==> src/rtl/tx_framer_pkg.sv <==
// Shared types and default sync bytes for the TX framer; the host-side decoder uses the same constants.
package tx_framer_pkg;

    typedef enum logic [2:0] {
        IDLE,
        HDR0,
        HDR1,
        PAY,
        CSUM
    } state_e;

    localparam logic [7:0] SYNC0_DEF = 8'hA5;
    localparam logic [7:0] SYNC1_DEF = 8'h5A;

endpackage

==> src/rtl/tx_framer.sv <==
// Frames the packed edge-map byte stream: 2-byte sync header, BYTES_LP payload bytes, optional XOR trailer.
// Trailer enabled by defining TX_FRAMER_CHECKSUM_EN. Payload passes through with 0-cycle latency; header/trailer hold until ready_i.
module tx_framer
    import tx_framer_pkg::*;
#(
    parameter int                 width_p    = 8,
    parameter int                 image_w_p  = 320,
    parameter int                 image_h_p  = 240,
    parameter int                 pack_num_p = 8,
    parameter logic [width_p-1:0] sync0_p    = width_p'(SYNC0_DEF),
    parameter logic [width_p-1:0] sync1_p    = width_p'(SYNC1_DEF)
) (
    input  logic               clk_i,
    input  logic               reset_ni,
    input  logic               valid_i,
    output logic               ready_o,
    input  logic [width_p-1:0] data_i,
    output logic               valid_o,
    input  logic               ready_i,
    output logic [width_p-1:0] data_o,
    output logic               frame_done_o,
    output logic [15:0]        frame_cnt_o
);

    localparam int BYTES_LP = image_w_p * image_h_p / pack_num_p;
    localparam int CNT_W    = (BYTES_LP > 1) ? $clog2(BYTES_LP) : 1;
    localparam logic [CNT_W-1:0] LAST_CNT = CNT_W'(BYTES_LP - 1);

    state_e             state_q;
    logic [CNT_W-1:0]   cnt_q;
    logic [15:0]        frame_cnt_q;
`ifdef TX_FRAMER_CHECKSUM_EN
    logic [width_p-1:0] csum_q;
`endif

    logic pay_hs;
    logic pay_last;
    assign pay_hs   = (state_q == PAY) && valid_i && ready_i;
    assign pay_last = pay_hs && (cnt_q == LAST_CNT);

    always_ff @(posedge clk_i or negedge reset_ni) begin
        if (!reset_ni) begin
            state_q     <= IDLE;
            cnt_q       <= '0;
            frame_cnt_q <= '0;
`ifdef TX_FRAMER_CHECKSUM_EN
            csum_q      <= '0;
`endif
        end else begin
            case (state_q)
                IDLE: begin
                    // The waiting input byte stays upstream until PAY.
                    if (valid_i) begin
                        state_q <= HDR0;
`ifdef TX_FRAMER_CHECKSUM_EN
                        csum_q  <= '0;
`endif
                    end
                end
                HDR0: if (ready_i) state_q <= HDR1;
                HDR1: if (ready_i) state_q <= PAY;
                PAY: begin
                    if (pay_hs) begin
`ifdef TX_FRAMER_CHECKSUM_EN
                        csum_q <= csum_q ^ data_i;
`endif
                        if (pay_last) begin
                            cnt_q <= '0;
`ifdef TX_FRAMER_CHECKSUM_EN
                            state_q <= CSUM;
`else
                            state_q     <= IDLE;
                            frame_cnt_q <= frame_cnt_q + 16'd1;
`endif
                        end else begin
                            cnt_q <= cnt_q + 1'b1;
                        end
                    end
                end
`ifdef TX_FRAMER_CHECKSUM_EN
                CSUM: begin
                    if (ready_i) begin
                        state_q     <= IDLE;
                        frame_cnt_q <= frame_cnt_q + 16'd1;
                    end
                end
`endif
                default: state_q <= IDLE;
            endcase
        end
    end

    always_comb begin
        valid_o      = 1'b0;
        ready_o      = 1'b0;
        data_o       = '0;
        frame_done_o = 1'b0;
        case (state_q)
            HDR0: begin
                valid_o = 1'b1;
                data_o  = sync0_p;
            end
            HDR1: begin
                valid_o = 1'b1;
                data_o  = sync1_p;
            end
            PAY: begin
                valid_o = valid_i;
                ready_o = ready_i;
                data_o  = data_i;
`ifndef TX_FRAMER_CHECKSUM_EN
                frame_done_o = pay_last;
`endif
            end
`ifdef TX_FRAMER_CHECKSUM_EN
            CSUM: begin
                valid_o      = 1'b1;
                data_o       = csum_q;
                frame_done_o = ready_i;
            end
`endif
            default: ;
        endcase
    end

    assign frame_cnt_o = frame_cnt_q;

endmodule
==> config.mk <==
export PLATFORM = sky130hd
export DESIGN_NAME = tx_framer
export DESIGN_NICKNAME = d
export VERILOG_FILES = /design/src/rtl/tx_framer_pkg.sv /design/src/rtl/tx_framer.sv
export SDC_FILE = /design/constraint.sdc
export NUM_CORES = 1
export LEC_CHECK = 0
export BUFFER_PORTS_ARGS = -buffer_cell sky130_fd_sc_hd__buf_4
export CORE_ASPECT_RATIO = 1.25
export CORE_MARGIN = 2
export CORE_UTILIZATION = 34
export DETAILED_ROUTE_END_ITERATION = 8
export SLEW_MARGIN = 20
export SYNTH_ARGS = -nofsm -noshare
export SYNTH_HDL_FRONTEND = slang
export SYNTH_SLANG_ARGS = --single-unit
==> constraint.sdc <==
create_clock -name clk_i -period 1.7 [get_ports clk_i]
set_clock_uncertainty 0.15 [all_clocks]
set_input_delay 0.085 -clock clk_i [delete_from_list [all_inputs] [get_ports clk_i]]
set_output_delay 0.085 -clock clk_i [all_outputs]
set_load 0.02 [all_outputs]
# After elaboration in Yosys (flattened, before gate mapping)
# Cells that the tools add are included.
# word_totals
reg_bits	33
latchBits	0
ramBits	0
mem_bits_ro	0
inputBits	12
out_inout_bits	27
mem_count	0
# op_classes
addsub	2
mul	0
div_mod_pow	0
order_cmp	0
n_eq_ne	9
n_shift	0
muxes	11
n_bitwise	0
reduce_logical	8
# ops
op	n
8-bit case mux with 3 select lines	1
16-bit by 1-bit adder with 16-bit output, second input constant	1
3-bit two-way mux	5
14-bit by 1-bit adder with 14-bit output, second input constant	1
14-bit equality test, second input constant	1
14-bit two-way mux	1
3-bit case mux with 4 select lines	1
2-bit != test, second input constant	5
3-bit by 2-bit equality test with 1-bit output, second input constant	2
5-bit AND reduction	1
3-bit by 1-bit equality test with 1-bit output, second input constant	1
1-bit logical AND	3
3-bit zero test	1
3-bit AND reduction	1
1-bit two-way mux	2
1-bit case mux with 2 select lines	1
2-bit AND reduction	1
2-bit OR reduction	1

# Logic depth before layout (Yosys ltp)
# depth
ltp_word	7
mapped_depth	7
ltp_nobuf	6

# Worst setup path before layout
# No wires, ideal clock.
# synth_timing
kind	reg-to-reg
from	register state_q[0]
to	register frame_cnt_q[9], in the netlist frame_cnt_o[9]
setup_time_ns	0.130
arrival_time_ns	1.525
required_ns	1.420
slack_ns	-0.105
path_stages_with_launch	8
n_path_buf	2
period_less_slack_ns	1.805
cell_sequence	dfrtp_1 > ha_1 > and4_4 > and4b_2 > buf_4 > buf_4 > nand3_1 > xnor2_1
# synth_between
elab_chain_cells	5
# synth_lines
element	line_no	source
start, declared	tx_framer.sv:29	state_e state_q;
start signal, assigned	tx_framer.sv:43	state_q <= IDLE;
start signal, assigned	tx_framer.sv:54	state_q <= HDR0;
start signal, assigned	tx_framer.sv:60	HDR0: if (ready_i) state_q <= HDR1;
3-bit by 2-bit equality test with 1-bit output *	tx_framer.sv:38, tx_framer.sv:50	
1-bit logical AND (2 in series)	tx_framer.sv:38	assign pay_hs = (state_q == PAY) && valid_i && ready_i;
1-bit logical AND	tx_framer.sv:39	assign pay_last = pay_hs && (cnt_q == LAST_CNT);
3-bit AND reduction (no line) *	--	
end signal, assigned	tx_framer.sv:73	frame_cnt_q <= frame_cnt_q + 16'd1;
end, declared	tx_framer.sv:31	logic [15:0] frame_cnt_q;
# Mark *: on every way between the ends. The rest lies on a longest branch, timed or not.
# A chain may end at the register's enable or synchronous reset.

# Worst setup path after layout
# layout_timing
from	register state_q[0]
to	output port frame_done_o
# layout_between
elab_chain_cells	5
# layout_lines
element	line_no	source
3-bit by 2-bit equality test with 1-bit output *	tx_framer.sv:38, tx_framer.sv:98	
1-bit logical AND (2 in series)	tx_framer.sv:38	
1-bit logical AND	tx_framer.sv:39	
1-bit two-way mux *	tx_framer.sv:98	case (state_q)
end, declared	tx_framer.sv:21	output logic frame_done_o,
# Marks and branches as above.

==> reports/metrics.yaml <==
outcome: "finished, violations left"
violations: "negative setup slack"
io_pins: 39
post-place-ws_ns: -0.06113
cts_tree: "built"
ys_types: 33
rsz0062_at_grt: "true"
r2r_start: "state_q[0]$_DFFE_PN0P_"
layout_commonest_cell: "buf_4"
n_antenna_cell: 0
intPower_w: 0.001947
worst_ep_arrival_time_ns: 1.51
p_per_area_mw_per_mm2: 1103
clk_pin_slew_ns: 0.07
drt-vias-per-instance: 4.985
die_x_um: 68.27
via_count: 1625
clk_latency_ns: 0.29
firstDrtPassIters: 5
synth.net_count: 198
cp-end-kind: "output pin"
cts_max_level: 2
worst_slack_ns: -0.04291
critPathLaunchType: "flop"
grt_pass1_wl_mm: 7.134
final-seq-area_um2: 800.8
gr-total-overflow: 0
hpwl_mm: 3.004
relSlewSlack_pct: 72.26
hp-class: "in2reg"
report.power.total_w: 0.003047
crit_start: "state_q[0]$_DFFE_PN0P_"
p_seq_share_pct: 28.4
ir_worst_vdd_mv: 0.9989
slew_violations: 0
crit_fanout: 3
nFillCells: 455
fin_tns_setup_ns: -0.1328
fin_nets: 281
tightest_slew_ns: 0.4161
numCtsBuffers: 5
ant_nets: 0
drt-total-wl_mm: 4.327
post-route-drc-count: 0
p_sw_share_pct: 36.10
ys_seq_area_share_pct: 45.62
placed_cells: 307
comb_power_share_pct: 47.9
syn_inst: 180
max-cap-violations: 0
ys_dominant_reg_cell: "dfrtp_1"
critPathKind: "reg2out"
clk_path_buf_depth: 2
portBuffers: 38
synth_edf_count: 0
fin_crit_sh_pct: 102.5
num_rows: 29
grt_pass1_vias: 1619
die_y_um: 84.34
grt_max_degree: 33
cts.sink_count: 32
p_leak_nw: 1.439
finalCriticalPeriod_ns: 1.743
most-common-layout-cells: "buf_4 (74), dfrtp_1 (32), nand2_1 (25)"
layout.cells.non_filler: 326
multi_input_area_mm2: 0.001111
syn2layout_area_growth_pct: 57.45
max_freq_mhz: 573.8
required_ns: 1.46
start_util_pct: 34.81
initialDrtViolationCount: 59
final_hold_viol_count: 0
final_util_pct: 54.80
track_usage_pct: 16.36
syn_avg_cell_area_um2: 9.752
power_frac_clock_pct: 23.8
setup_viol: 6
core_area_mm2: 0.005044
antenna_found_initial: 0
netlist_area_mm2: 0.001755
synth-seq-cells: 32
drt-wirelength-per-cell_um: 13.27
place_congestion: 0.8725
yosys_warnings: 0
die_area_mm2: 0.005758
netSwitchingPower_w: 0.001100
cts_root_buf: "clkbuf_8"
drive_gt1_share_pct: 46.21
hold_start: "ready_i"
synthArstFlopShare_pct: 100.0
## layer usage
metal | wire length (µm) | up-vias | track usage, %
li1 | - | 800 | -
met1 | 1895 | 779 | 20.84
met2 | 2175 | 39 | 26.13
met3 | 165 | 7 | 3.619
met4 | 91 | 0 | 7.091
met5 | 0 | - | 0
## logic make-up after synthesis
kind of cell	share of synthesized area, %
and+or+nand+nor	30.58
DFF	45.62
xor gates and xnor gates	12.47
AOI/OAI and AO/OA	2.424
muxes	1.140
adders and majority gates	4.276
buffers and inverters	3.492
## state kept, by name (all words and copies together) (netlist names)
signal / flops
state_q: 2
cnt_q: 14
frame_cnt_o: 16
## synthesized netlist by cell type, drive strengths merged (3+ instances only)
cell type	number	area, µm²
ha	6	75.07
nand4	9	71.32
nand2	27	101.4
buf	4	31.27
nand3	21	105.1
clkbuf	3	11.26
xor2	8	70.07
nor2	11	41.29
dfrtp	32	800.8
and2	4	25.02
inv	5	18.77
xnor2	17	148.9
nor3	4	20.02
and3	3	20.02
nor4	7	43.79
## area by class of cell
| type | instances | area share [%] |
|---|---|---|
| multi-input combinational | 137 | 40.20 |
| sequential | 32 | 28.97 |
| timing repair buffer | 82 | 23.27 |
| tap | 62 | 2.807 |
| clock buffer | 6 | 2.626 |
| clock inverter | 2 | 1.268 |
| inverter | 5 | 0.8601 |
## power groups by stage
stage | Clock [W] | Combinational [W] | Sequential, W
floorplan | 0 | 0.000651 | 0.000881
global placement | 0 | 0.00112 | 0.000870
detailed placement | 0 | 0.00113 | 0.000872
CTS | 0.000747 | 0.00116 | 0.000858
global route | 0.000782 | 0.00158 | 0.000871
finish | 0.000724 | 0.00146 | 0.000864
## through the flow
stage | instance area, µm² | hold WS [ns]
finish | 2764 | 0.03567
global route | 2764 | 0.05092
CTS | 2596 | 0.02018
detailed placement | 2399 | -0.09869
global placement | 2399 | -0.09651
floorplan | 1836 | -0.3606
## critical path, stage by stage (launching register included)
cell and delay (ns):
dfrtp_1 0.35, buf_4 0.12, ha_4 0.14, nand3_4 0.07, buf_6 0.13, nor2_4 0.10, nand2_1 0.06, nor2_1 0.10
buf_4 0.15
## worst paths after layout
| check | slack [ns] | cells past startpoint | to |
|---|---|---|---|
| max | -0.04 | 8 | frame_done_o |
| min | 0.04 | 4 | state_q[0]$_DFFE_PN0P_ |
| max reg2reg | -0.02 | 7 | frame_cnt_o[13]$_DFFE_PN0P_ |
| min reg2reg | 0.32 | 1 | frame_cnt_o[15]$_DFFE_PN0P_ |
| max in group asynchronous | 0.97 | 2 | cnt_q[1]$_DFFE_PN0P_ |
| min in group asynchronous | 0.13 | 2 | cnt_q[13]$_DFFE_PN0P_ |
## timing repair
| action | CTS | global route |
|---|---|---|
| pin swaps | 5 | 21 |
| gates resized for setup | 12 | 24 |
| endpoints found under the hold margin | 33 | 0 |
| hold buffers | 2 | 0 |
| cloned | 1 | 0 |
| buffers inserted | 1 | 7 |
| endpoints found under the setup margin | 17 | 21 |
Power figures use the tool's default switching activity.
